**src/rtl/door_timer_pkg.sv**
```systemverilog
// Shared constants and the per-digit BCD step helper for the door timer.
package door_timer_pkg;

  localparam int DIGIT_W = 4;

  // Segment order is {a,b,c,d,e,f,g}, active-high.
  localparam logic [6:0] SEG_0     = 7'b1111110;
  localparam logic [6:0] SEG_1     = 7'b0110000;
  localparam logic [6:0] SEG_2     = 7'b1101101;
  localparam logic [6:0] SEG_3     = 7'b1111001;
  localparam logic [6:0] SEG_4     = 7'b0110011;
  localparam logic [6:0] SEG_5     = 7'b1011011;
  localparam logic [6:0] SEG_6     = 7'b1011111;
  localparam logic [6:0] SEG_7     = 7'b1110000;
  localparam logic [6:0] SEG_8     = 7'b1111111;
  localparam logic [6:0] SEG_9     = 7'b1111011;
  localparam logic [6:0] SEG_BLANK = 7'b0000000;

  // Returns {carry/borrow out, new digit}; a digit with no carry in is passed through.
  function automatic logic [DIGIT_W:0] bcd_digit_step(input logic [DIGIT_W-1:0] digit,
                                                      input logic down,
                                                      input logic cin);
    logic [DIGIT_W-1:0] d;
    logic               cout;
    d    = digit;
    cout = 1'b0;
    if (cin) begin
      if (down) begin
        if (digit == 4'd0) begin
          d    = 4'd9;
          cout = 1'b1;
        end else begin
          d = digit - 4'd1;
        end
      end else if (digit >= 4'd9) begin
        d    = 4'd0;
        cout = 1'b1;
      end else begin
        d = digit + 4'd1;
      end
    end
    return {cout, d};
  endfunction

  function automatic logic [DIGIT_W-1:0] clamp_digit(input logic [DIGIT_W-1:0] digit);
    return (digit > 4'd9) ? 4'd9 : digit;
  endfunction

endpackage

```
**src/rtl/door_timer_display_bcd_to_seg7.sv**
```systemverilog
// Combinational BCD digit to 7-segment pattern decoder; non-BCD codes go dark.
module bcd_to_seg7
  import door_timer_pkg::*;
(
  input  logic [DIGIT_W-1:0] digit,
  output logic [6:0]         seg
);

  always_comb begin
    unique case (digit)
      4'd0:    seg = SEG_0;
      4'd1:    seg = SEG_1;
      4'd2:    seg = SEG_2;
      4'd3:    seg = SEG_3;
      4'd4:    seg = SEG_4;
      4'd5:    seg = SEG_5;
      4'd6:    seg = SEG_6;
      4'd7:    seg = SEG_7;
      4'd8:    seg = SEG_8;
      4'd9:    seg = SEG_9;
      default: seg = SEG_BLANK;
    endcase
  end

endmodule

```
**src/rtl/door_timer_display.sv**
```systemverilog
// BCD second timer (up/down, load/clear, terminal pulse) with a scanned 7-segment drive.
module door_timer_display
  import door_timer_pkg::*;
#(
  parameter int DIGITS   = 2,
  parameter int TICK_DIV = 50000000,
  parameter int SCAN_DIV = 50000,
  parameter bit BLANK_LZ = 1'b1
) (
  input  logic                      clk,
  input  logic                      rst,
  input  logic                      run,
  input  logic                      dir,
  input  logic                      load,
  input  logic [DIGIT_W*DIGITS-1:0] load_val,
  input  logic                      clr,
  output logic [DIGIT_W*DIGITS-1:0] count,
  output logic                      done,
  output logic [DIGITS-1:0]         sm_bit,
  output logic [6:0]                sm_seg
);

  localparam int CW     = DIGIT_W * DIGITS;
  localparam int TICK_W = $clog2(TICK_DIV);
  localparam int SCAN_W = (SCAN_DIV > 1) ? $clog2(SCAN_DIV) : 1;
  localparam int IDX_W  = (DIGITS > 1) ? $clog2(DIGITS) : 1;

  logic [TICK_W-1:0] presc;
  logic [CW-1:0]     count_step;
  logic [CW-1:0]     load_clamped;
  logic              step_event;
  logic              carry;

  logic [SCAN_W-1:0] scan_cnt;
  logic [IDX_W-1:0]  scan_idx;
  logic [DIGITS-1:0] lz_mask;
  logic              all_zero;
  logic [DIGIT_W-1:0] sel_digit;
  logic [6:0]        sel_seg;
  logic [DIGITS-1:0] sm_bit_d;
  logic [6:0]        sm_seg_d;

  // NOTE: every variable written in always_comb gets a default first, so no path can infer a latch.
  always_comb begin
    count_step = count;
    step_event = 1'b0;
    carry      = 1'b1;
    for (int i = 0; i < DIGITS; i++) begin
      {carry, count_step[i*DIGIT_W +: DIGIT_W]} =
        bcd_digit_step(count[i*DIGIT_W +: DIGIT_W], dir, carry);
    end
    if (dir) begin
      // Down-counting saturates at zero instead of borrowing round to all-9s.
      if (count == '0) count_step = '0;
      step_event = (count != '0) && (count_step == '0);
    end else begin
      step_event = carry;
    end
  end

  always_comb begin
    load_clamped = '0;
    for (int i = 0; i < DIGITS; i++) begin
      load_clamped[i*DIGIT_W +: DIGIT_W] = clamp_digit(load_val[i*DIGIT_W +: DIGIT_W]);
    end
  end

  // NOTE: sequential state uses non-blocking assignments so every register samples pre-edge values.
  always_ff @(posedge clk) begin
    if (rst) begin
      count <= '0;
      presc <= '0;
      done  <= 1'b0;
    end else begin
      done <= 1'b0;
      if (clr) begin
        count <= '0;
        presc <= '0;
      end else if (load) begin
        count <= load_clamped;
        presc <= '0;
      end else if (!run) begin
        presc <= '0;
      end else if (presc == TICK_W'(TICK_DIV - 1)) begin
        presc <= '0;
        count <= count_step;
        done  <= step_event;
      end else begin
        presc <= presc + TICK_W'(1);
      end
    end
  end

  // Leading-zero mask: digit i>0 is dark when it and every higher digit are zero.
  always_comb begin
    lz_mask  = '0;
    all_zero = 1'b1;
    for (int i = DIGITS - 1; i >= 0; i--) begin
      all_zero   = all_zero && (count[i*DIGIT_W +: DIGIT_W] == 4'd0);
      lz_mask[i] = BLANK_LZ && all_zero && (i != 0);
    end
  end

  always_comb begin
    sel_digit = count[int'(scan_idx)*DIGIT_W +: DIGIT_W];
    sm_bit_d  = DIGITS'(1) << scan_idx;
    sm_seg_d  = lz_mask[scan_idx] ? SEG_BLANK : sel_seg;
  end

  bcd_to_seg7 u_seg (
    .digit (sel_digit),
    .seg   (sel_seg)
  );

  always_ff @(posedge clk) begin
    if (rst) begin
      scan_cnt <= '0;
      scan_idx <= '0;
      sm_bit   <= DIGITS'(1);
      sm_seg   <= SEG_0;
    end else begin
      if (scan_cnt == SCAN_W'(SCAN_DIV - 1)) begin
        scan_cnt <= '0;
        scan_idx <= (scan_idx == IDX_W'(DIGITS - 1)) ? '0 : scan_idx + IDX_W'(1);
      end else begin
        scan_cnt <= scan_cnt + SCAN_W'(1);
      end
      sm_bit <= sm_bit_d;
      sm_seg <= sm_seg_d;
    end
  end

endmodule

```
**config.mk**
```make
export PLATFORM = sky130hd
export DESIGN_NAME = door_timer_display
export DESIGN_NICKNAME = d
export VERILOG_FILES = /design/src/rtl/door_timer_pkg.sv /design/src/rtl/door_timer_display_bcd_to_seg7.sv /design/src/rtl/door_timer_display.sv
export SDC_FILE = /design/constraint.sdc
export NUM_CORES = 1
export LEC_CHECK = 0
export ABC_CLOCK_PERIOD_IN_PS = 2700
export BUFFER_PORTS_ARGS = -buffer_cell sky130_fd_sc_hd__buf_2
export CORE_ASPECT_RATIO = 0.6
export CORE_MARGIN = 2
export CORE_UTILIZATION = 59
export DETAILED_ROUTE_END_ITERATION = 8
export GPL_TIMING_DRIVEN = 0
export PLACE_DENSITY = 0.8
export SLEW_MARGIN = 10
export SYNTH_ARGS = -nofsm -noshare
export SYNTH_HDL_FRONTEND = slang
export SYNTH_SLANG_ARGS = --single-unit
```
**constraint.sdc**
```tcl
create_clock -name clk -period 2.7 [get_ports clk]
set_input_delay 0.135 -clock clk [delete_from_list [all_inputs] [get_ports clk]]
set_output_delay 0.135 -clock clk [all_outputs]
set_load 0.01 [all_outputs]
```
### After elaboration in Yosys (flattened, before gate mapping)

Memory sizes are Yosys's and may differ from the RTL's.
Cells that the tools add are included.

* output and inout port bits: 18
* bits in writable memories: 0
* memories: 1
* ROM bits: 112
* flip-flop bits (word level): 61
* latch bits: 0
* word-level logic and storage cells: 66
* input bits: 14

* add/subtract/negate cells: 7
* reductions and logical operators: 14
* bitwise operators: 2
* mux-type cells: 25
* eq/ne operators: 2
* order comparisons: 5
* multiply operators: 0
* div/mod/pow operators: 0
* shift operators: 2

Memory list
* (name not given): depth 16, width 7, read ports 1, clocked after Yosys merged registers in 0, wr ports 0, RTL line door_timer_display_bcd_to_seg7.sv:10 `unique case (digit)`

Operators by type and width (number)
* $mux W8: 6
* $mux W4: 9
* $add A26 B1 Y26 const B: 1
* $eq A26 B26 Y1 const B: 1
* $add A16 B1 Y16 const B: 1
* $eq A16 B16 Y1 const B: 1
* $logic_not A8 Y1: 2
* $reduce_or A5 Y1: 2
* $mux W1: 9
* $add A4 B1 Y4 const B: 2
* $ge A4 B4 Y1 const B: 2
* $gt A4 B4 Y1 const B: 2
* $logic_not A4 Y1: 2
* $reduce_bool A8 Y1: 1
* $shiftx A8 B4 Y4: 1
* $sub A4 B1 Y4 const B: 2
* $mux W7: 1
* $reduce_or A2 Y1: 3
* $reduce_bool A2 Y1: 2
* $lt A1 B2 Y1 const B: 1
* $not A1 Y1: 2
* $reduce_and A2 Y1: 1
* $shl A1 B1 Y2 const A: 1
* $add A1 B1 Y1 const B: 1
* $logic_and A1 B1 Y1: 1

### Logic depth before layout (Yosys ltp)

Gate-level depths: netlist of run 1.

* depth in word-level cells: 10
* depth in mapped cells: 9
* gate-level depth less buffers: 8

### By module

Synthesis of run 1 repeated with hierarchy kept, for this count alone.

* cells, all modules: 399
* area total of the unflattened synthesis: 3329.4 sq um

By module, submodules not included
* door_timer_display: instances 1, cells each 371, area an instance 3106.7 sq um, sequential area each 1221.2 sq um
* bcd_to_seg7: instances 1, cells each 28, area an instance 222.7 sq um, sequential area each 0.0 sq um

### Worst setup path after synthesis of run 1

OpenSTA, ideal clock, no wires.

* path type: register to register
* start: register count[0]
* end: register count[6]
* setup time: 130 ps
* arrival time: 2145 ps
* slack: 425 ps
* period minus slack after synthesis: 2275 ps
* path buffers: 1
* required time: 2570 ps
* stages on the path, launching flop included: 10
* cell sequence: dfxtp_1 clkbuf_1 inv_1 ha_1 or3b_1 a21oi_2 a2111oi_0 a211o_1 a221oi_1 nor3_1

* word-level cells in the longest chain between the ends: 10
* elaborated cells on any way between the ends: 13
* classes of those cells: order compare: 1; mux: 10; reduce/logical: 2

Ends and longest elaborated chain
* start: declaration: RTL line door_timer_display.sv:17 `output logic [DIGIT_W*DIGITS-1:0] count,`
* start signal: assignment: RTL line door_timer_display.sv:80 `count <= load_clamped;`
* start signal: assignment: RTL line door_timer_display.sv:86 `count <= count_step;`
* $ge A4 B4 Y1 or $logic_not A4 Y1 (tied branches)
* $mux W1 (on tied branches): RTL line door_timer_pkg.sv:35, door_timer_pkg.sv:29
* $mux W1: RTL line door_timer_pkg.sv:28 `if (down) begin`
* $mux W4: RTL line door_timer_pkg.sv:27 `if (cin) begin`
* $mux W8: RTL line door_timer_display.sv:54 `if (count == '0) count_step = '0;`
* $mux W8: RTL line door_timer_display.sv:52 `if (dir) begin`
* $mux W8 *: RTL line door_timer_display.sv:52
* $mux W8 *: RTL line door_timer_display.sv:84 `end else if (presc == TICK_W'(TICK_DIV - 1)) begin`
* $mux W8 *: RTL line door_timer_display.sv:82 `end else if (!run) begin`
* $mux W8 *: RTL line door_timer_display.sv:79 `end else if (load) begin`

Mark *: on every way between the ends. The rest lies on a longest branch, timed or not. The select of a mux whose other input is x is not followed.
A chain may end at the register's enable or synchronous reset.

### Worst setup path in the final report of run 1

Ends and elaborated chain as after synthesis.

==> results of run 1 <==
-- worst max-delay path, delay by kind of cell (launching register included) --
family | cells | cell delay (ns)
flip-flops | 1 | 0.34
buffers and inverters | 2 | 0.34
AND/OR/NAND/NOR | 2 | 0.52
AO/OA/AOI/OAI | 4 | 0.97
adder cells (fa/ha/maj) | 1 | 0.27
-- power by group through the flow --
stage	clock network, mW	registers, mW	logic [mW]
2_1_floorplan	0	0.953	0.128
3_3_place_gp	0	0.948	0.186
3_5_place_dp	0	0.949	0.191
4_1_cts	1.03	0.929	0.192
5_1_grt	1.05	0.930	0.223
6_report	1.01	0.929	0.202
-- flip-flops by register name (all words and copies together), names as in the netlist --
| signal | cells |
|---|---|
| sm_bit | 2 |
| scan_cnt | 16 |
| count | 8 |
| scan_idx | 1 |
| done | 1 |
| presc | 26 |
| sm_seg | 7 |
-- layout make-up --
class	instances	area (sq um)
sequential	61	1220
buffer	19	96.3
multi-input combinational	296	1930
clock buffer	11	151
fill	413	1420
clock inverter	4	95.1
inverter	16	60.1
tap	66	82.6
timing repair buffer	30	150
-- worst min-delay path by stage --
stage                      from        to  slack (ns)  cells after the start
floorplan           load_val[7]  count[7]        0.27                      2
global placement    load_val[7]  count[7]        0.41                      3
detailed placement  load_val[7]  count[7]        0.42                      3
CTS                 load_val[7]  count[7]        0.04                      3
global route        load_val[7]  count[7]        0.08                      3
finish              load_val[7]  count[7]        0.06                      3
-- routing by layer --
metal  wire length (um)  global-route usage [%]  vias up  part of all wire, %
met4                101                    10.2        0                  1.4
met5                  0                       0        -                    0
met3                626                    7.16       11                  8.4
met1               3890                    39.1     1318                   52
li1                   -                       -     1444                    -
met2               2850                    36.0      102                   38
-- cell usage in the layout, fill, tap and decap left out, types with 4 or more instances in the layout --
cell and n:
nor3_1 7, o21ai_0 13, dfxtp_1 61, buf_2 34, clkbuf_8 11, nor2_1 64, nand2_1 28, nand4_1 8
and3_1 4, clkbuf_1 8, a221oi_1 4, a31oi_1 6, inv_1 16, ha_1 13, nor4b_1 4, a21oi_1 13
nand3_1 18, o21a_1 6, xor2_1 22, nand2b_1 4, xnor2_1 17, or2_2 9
-- repair_timing --
action	CTS	global route
endpoints found under the setup margin	0	3
hold buffers	0	0
gates resized for setup	0	4
buffers inserted	0	0
endpoints found under the hold margin	0	0
-- cells by family (layout without fill, tap and decap cells) --
family                     Yosys count  count (layout)
and+or+nand+nor                    178             178
DFF                                 61              61
AOI/OAI and AO/OA                   60              60
xor gates and xnor gates            39              39
buffers and inverters               35              80
adders and majority gates           14              14
muxes                                5               5
==> parameters.txt, run 1 <==
Parameter                              Value

Synthesis
  Top post-synthesis cells by area    dfxtp_1 (37%), nor2_1 (7.3%), xor2_1 (5.9%)
  Simple logic cell fraction of the synthesized area    28.7%
  Share of flip-flops with an asynchronous set or reset    0%
  Synthesized-area fraction occupied by ao, oa, aoi and oai cells    12.0%
  Proportion of netlist area held by the largest area contributor    37.2%
  Synthesized-area fraction occupied by xor and xnor cells    10.4%
  Number of instances in the synthesized netlist    392
  Proportion of synthesized area in mux cells    1.60%
  Leading register cell type out of synthesis    dfxtp_1
  Post-synth EDFFs    0
  Register area share after synthesis    a little under two fifths
  Synth cell count leaders    nor2_1 (64), dfxtp_1 (61), nand2_1 (28), xor2_1 (22), nand3_1 (18)
  Count of unique library cells instantiated by Yosys    59
  Count of yosys warnings during synthesis    0
  Largest area contributor in the netlist    dfxtp_1
  Nets in the synthesized netlist    420
  Most frequent cell after synthesis    nor2_1
  Synth Cell Area    roughly 3300 sq um
  Synthesized-area fraction occupied by adder cells    5.33%
  Main combinational cell family by area after synthesis    simple AND/OR/NAND/NOR gates
  Flop and latch count out of synthesis    61
  Syn_area_per_cell    8.38 sq um

Critical path
  Critical Path Start    count[0]
  Critical-path cell with the highest stage delay    or3b_1
  Endpoint of the worst register-to-register path    count[6]
  FF-to-FF path depth    9
  FF-to-FF setup slack    approximately 0.13 ns
  Critical Path End    count[6]
  Maximum cell stage delay along the critical path    0.44 ns
  Endpoint required time on the critical path    approximately 2.9 ns
  Highest fanout seen on the critical path    8
  Sort of element at the start of the critical path    flip-flop
  Signal arrival time at the worst endpoint    between 2 and 3 ns
  Critical Setup Path Class    flip-flop to flip-flop
  Critical path cell sequence    clkbuf_1 -> inv_1 -> ha_2 -> or3b_1 -> a21oi_4 -> a2111oi_0 -> a211o_1 -> a221oi_1 -> nor3_1
  Capturing element type of the critical path    flip-flop
  Crit Reg-Reg Startpoint    count[0]

Route
  Wirelength, routed    7.47 mm
  Iteration count of the initial detailed-routing pass    5
  Post-route antenna net violation count    0
  Routed vias/inst    5.72
  Number of design-rule violations left by the first detailed-router iteration    195
  Number of design rule violations left after detail routing    0
  Routed len/inst    14.8 um
  Vias    roughly 2,900

Die
  Total number of placement rows    20
  Area of the die    6200 sq um
  Die Ht    61.8 um
  Horizontal die dimension    100 um
  Core Footprint    5200 sq um
  Initial cell density of the core    ~63%
  # IOs    32

Clock tree
  Clock root cell    clkbuf_8
  Clock transition at the registers of the reported paths    approximately 0.060 ns
  H-tree Lvls    3
  Sink count of the clock tree    61
  Total CTS buffers    9
  CTS tree    yes
  Worst-skew pair later-pin latency    0.35 ns
  Buffer levels on the longest clock path    2

Power and ir drop
  Worst ir drop on vdd    between 0.0004 and 0.0005 V
  NetSw    0.488 mW
  Switching fraction of total power    between 20% and 30%
  Power per cell area    approximately 570 nW/um^2
  Sequential group share of total power    43.4%
  Proportion of power drawn by combinational gates    9.4%
  Internal Pwr Total    between 1.5 and 2 mW
  Total power    ~2.1 mW
  Clock share of power    47.2%
  Total leakage power    about 1.5 nW

Global routing
  Global-route wire length before repair    12.4 mm
  Overall routing resource usage    between 20% and 30%
  Number of global-route vias before repair    2,542
  Residual overflow from global routing    0
  Antenna violations before repair    0
  Largest net degree at the start of global routing    11

STA
  Final setup slack of the worst path    between 0.1 and 0.15 ns
  Setup repair after global routing missed its margin    false
  Actual slew at the worst max-slew pin    0.746 ns
  Clock skew after layout    ~0.0066 ns
  Total count of hold-check failures in the final report    0
  Setup violation total in the final timing report    0
  Relative slew slack    50.3%
  Highest attainable clock frequency    389 MHz
  Worst hold slack after final layout    0.0626 ns
  Ratio of final minimum period to clock period    95.1%
  Final total negative setup slack    0 ns
  Pins Over Slew Limit    0
  Min cycle time layout    2.57 ns

Placement
  Gpl congestion    0.950
  Buffers on Ports    30
  Number of cells after detailed placement    488
  Area after DPL    3520 sq um
  Detailed Place HPWL    about 5.6 mm
  Post-place setup slack    0.120 ns

Final layout
  Final cell area excluding filler cells    3780 sq um
  Layout Area Growth over Synthesis    15.2%
  Count of non-filler cells in the finished layout    503
  Antenna diode count    0
  Final layout net count    roughly 460
  Fraction of final layout cells sized beyond drive strength 1    16.9%
  Final core utilization    72.7%

Outcome
  Status    finished, final reports clean

Hold path
  Class of the tightest hold or removal check    primary input to flip-flop

Flow run
  Reported max-cap violation count    0
(Power assumes the default switching activity.)
==> run 2: changes to the inputs <==
--- a/config.mk
+++ b/config.mk
@@ -5,14 +5,14 @@
 export SDC_FILE = /design/constraint.sdc
 export NUM_CORES = 1
 export LEC_CHECK = 0
-export ABC_CLOCK_PERIOD_IN_PS = 2700
-export BUFFER_PORTS_ARGS = -buffer_cell sky130_fd_sc_hd__buf_2
+export ABC_CLOCK_PERIOD_IN_PS = 2110
 export CORE_ASPECT_RATIO = 0.6
 export CORE_MARGIN = 2
-export CORE_UTILIZATION = 59
+export CORE_UTILIZATION = 57
 export DETAILED_ROUTE_END_ITERATION = 8
+export DONT_BUFFER_PORTS = 1
 export GPL_TIMING_DRIVEN = 0
-export PLACE_DENSITY = 0.8
+export PLACE_DENSITY = 0.75
 export SLEW_MARGIN = 10
 export SYNTH_ARGS = -nofsm -noshare
 export SYNTH_HDL_FRONTEND = slang
==> constraint.sdc (replaced) <==
create_clock -name clk -period 2.11 [get_ports clk]
set_input_delay 0.1055 -clock clk [delete_from_list [all_inputs] [get_ports clk]]
set_output_delay 0.1055 -clock clk [all_outputs]
set_load 0.01 [all_outputs]
==> run 2 against run 1 <==
  * The flow now finishes with violations (hold timing, setup timing)
  * Worst hold slack got worse by 0.064 ns
  * Clock power decreased by 15%
  * Clock-buffer cell count unchanged
  * Critical path depth unchanged
  * Cell count decreased by 1.6%
  * Largest power group is now registers
  * Setup slack got worse by 0.17 ns
  * Maximum frequency increased by 20%
  * Critical path type unchanged
  * Via count decreased by 3.0%
  * Utilization decreased by 4.7 points
==> parameters.txt, run 2 (synthesis results as in run 1) <==
Parameter                              Value

Clock tree
  Clock root cell    clkbuf_8
  Buffer levels on the longest clock path    2
  Total CTS buffers    9
  CTS tree    yes
  H-tree Lvls    3
  Clock transition at the registers of the reported paths    0.07 ns
  Worst-skew pair later-pin latency    roughly 0.34 ns
  Sink count of the clock tree    61

Critical path
  Highest fanout seen on the critical path    7
  Sort of element at the start of the critical path    flip-flop
  Crit Reg-Reg Startpoint    count[0]
  Signal arrival time at the worst endpoint    2.41 ns
  Critical Path Start    count[0]
  Capturing element type of the critical path    flip-flop
  Critical Setup Path Class    flip-flop to flip-flop
  Endpoint required time on the critical path    2.37 ns

Route
  Routed vias/inst    5.63
  Routed len/inst    approximately 15 um
  Vias    about 2,800
  Iteration count of the initial detailed-routing pass    4
  Number of design rule violations left after detail routing    0
  Number of design-rule violations left by the first detailed-router iteration    253
  Post-route antenna net violation count    0
  Wirelength, routed    7.21 mm

Power and ir drop
  Internal Pwr Total    roughly 1.7 mW
  Power per cell area    ~610 nW/um^2
  Total leakage power    between 1 and 1.5 nW
  Proportion of power drawn by combinational gates    11.2%
  Worst ir drop on vdd    0.000385 V
  Switching fraction of total power    26.5%
  Total power    2.31 mW
  Clock share of power    ~37%
  NetSw    between 0.6 and 0.7 mW
  Sequential group share of total power    51.7%

STA
  Worst hold slack after final layout    -0.00111 ns
  Relative slew slack    67.1%
  Final setup slack of the worst path    -0.0343 ns
  Min cycle time layout    2.14 ns
  Ratio of final minimum period to clock period    102%
  Setup repair after global routing missed its margin    true
  Highest attainable clock frequency    466 MHz
  Total count of hold-check failures in the final report    1
  Clock skew after layout    0.0123 ns
  Setup violation total in the final timing report    4
  Actual slew at the worst max-slew pin    about 0.49 ns
  Pins Over Slew Limit    0

Final layout
  Register with the highest flop count    presc
  Layout Area Growth over Synthesis    15.4%
  Fill cell count    463
  Fraction of final layout cells sized beyond drive strength 1    18.3%
  Leading cell types in the layout, fill and taps excluded    nor2_1 (63), dfxtp_1 (57), nand2_1 (28), xor2_1 (22), xnor2_1 (17)
  Area taken by flip-flops and latches    1240 sq um
  Multi-input gate area in the final layout    approximately 2000 sq um
  Most common cell after layout, fill and taps aside    nor2_1
  Antenna diode count    0
  Max reg flops    26
  Final core utilization    68.0%
  Final layout net count    439
  Top Registers    presc: 26 flops, scan_cnt: 16 flops, count: 8 flops

Die
  # IOs    32
  Die Ht    62.8 um
  Area of the die    6410 sq um
  Total number of placement rows    21
  Core Footprint    5570 sq um
  Horizontal die dimension    between 100 and 150 um
  Initial cell density of the core    around three fifths

Placement
  Gpl congestion    0.990
  Buffers on Ports    0
  Detailed Place HPWL    5.10 mm

Outcome
  Violations in the final reports    hold timing, setup timing
  Status    complete, but fails checks

Hold path
  Critical hold path startpoint    load_val[5]
  Class of the tightest hold or removal check    primary input to flip-flop

Global routing
  Number of global-route vias before repair    about 2,400
  Residual overflow from global routing    0
  Global-route wire length before repair    11.6 mm
  Antenna violations before repair    0
  Largest net degree at the start of global routing    11
  Overall routing resource usage    23.1%

Flow run
  Reported max-cap violation count    0
## run 2: changes by cell type in the layout (fill, tap and decap cells not counted), sizes merged
cell	change
clkinv	+2
clkbuf	-1
buf	-26
dlygate4sd3	+5
clkinvlp	+1
bufinv	-3
## run 2: layer usage
layer	routed length, um	vias to the layer above	track usage (%)	share of wire, %
met5	0	-	0	0
met4	100	0	7.33	1.4
met3	686	14	9.28	9.5
met2	2960	107	31.2	41
met1	3460	1265	33.2	48
li1	-	1403	-	-
## run 2: timing repair
action	in CTS	in global routing
endpoints found under the hold margin	7	0
hold buffers	5	0
endpoints found under the setup margin	37	38
pin swaps	6	8
setup buffers	3	2
gates resized for setup	18	26
## run 2: stage by stage
step / worst slack (ns) / TNS [ns] / hold slack (ns) / std cells / area [sq um]
floorplan: 0.00122 / 0 / 0.242 / 392 / 3320
global placement: -0.310 / -2.37 / 0.250 / 472 / 3420
detailed placement: -0.333 / -2.02 / 0.252 / 472 / 3420
CTS: -0.0581 / -0.151 / 0.00661 / 494 / 3700
global route: -0.110 / -0.481 / 0.00446 / 495 / 3790
finish: -0.0343 / -0.101 / -0.00111 / 495 / 3790
## run 2: power by group through the flow
stage	Combinational [mW]	Clock [mW]	Sequential (mW)
2_1_floorplan	0.173	0	1.22
3_3_place_gp	0.208	0	1.22
3_5_place_dp	0.213	0	1.23
4_1_cts	0.235	0.881	1.20
5_1_grt	0.283	0.937	1.20
6_report	0.260	0.857	1.20
## run 2: cell type report
cell class / instances / share of cell area (%)
plain buffers: 17 / 2.84
flip-flops and latches: 61 / 32.6
multi-input cells: 296 / 53.6
repair buffers: 10 / 2.24
inverters: 16 / 1.85
clock buffers: 11 / 3.47
well taps: 80 / 2.64
clock inverters: 4 / 0.693
## run 2: worst max-delay path, stage by stage (launching register included)
cell and delay (ns):
dfxtp_4 0.37, buf_8 0.13, inv_6 0.05, ha_4 0.16, or3b_4 0.40, a21oi_4 0.25
mux2_4 0.35, nor2_2 0.09, nand4b_1 0.11, a21oi_2 0.16
## run 2: path summary, 6_finish.rpt
check | slack [ns] | cells after the start | end
max reg2reg | -0.03 | 9 | done
min reg2reg | 0.47 | 1 | presc[0]
min | -0.001 | 2 | count[5]
max | -0.03 | 9 | done
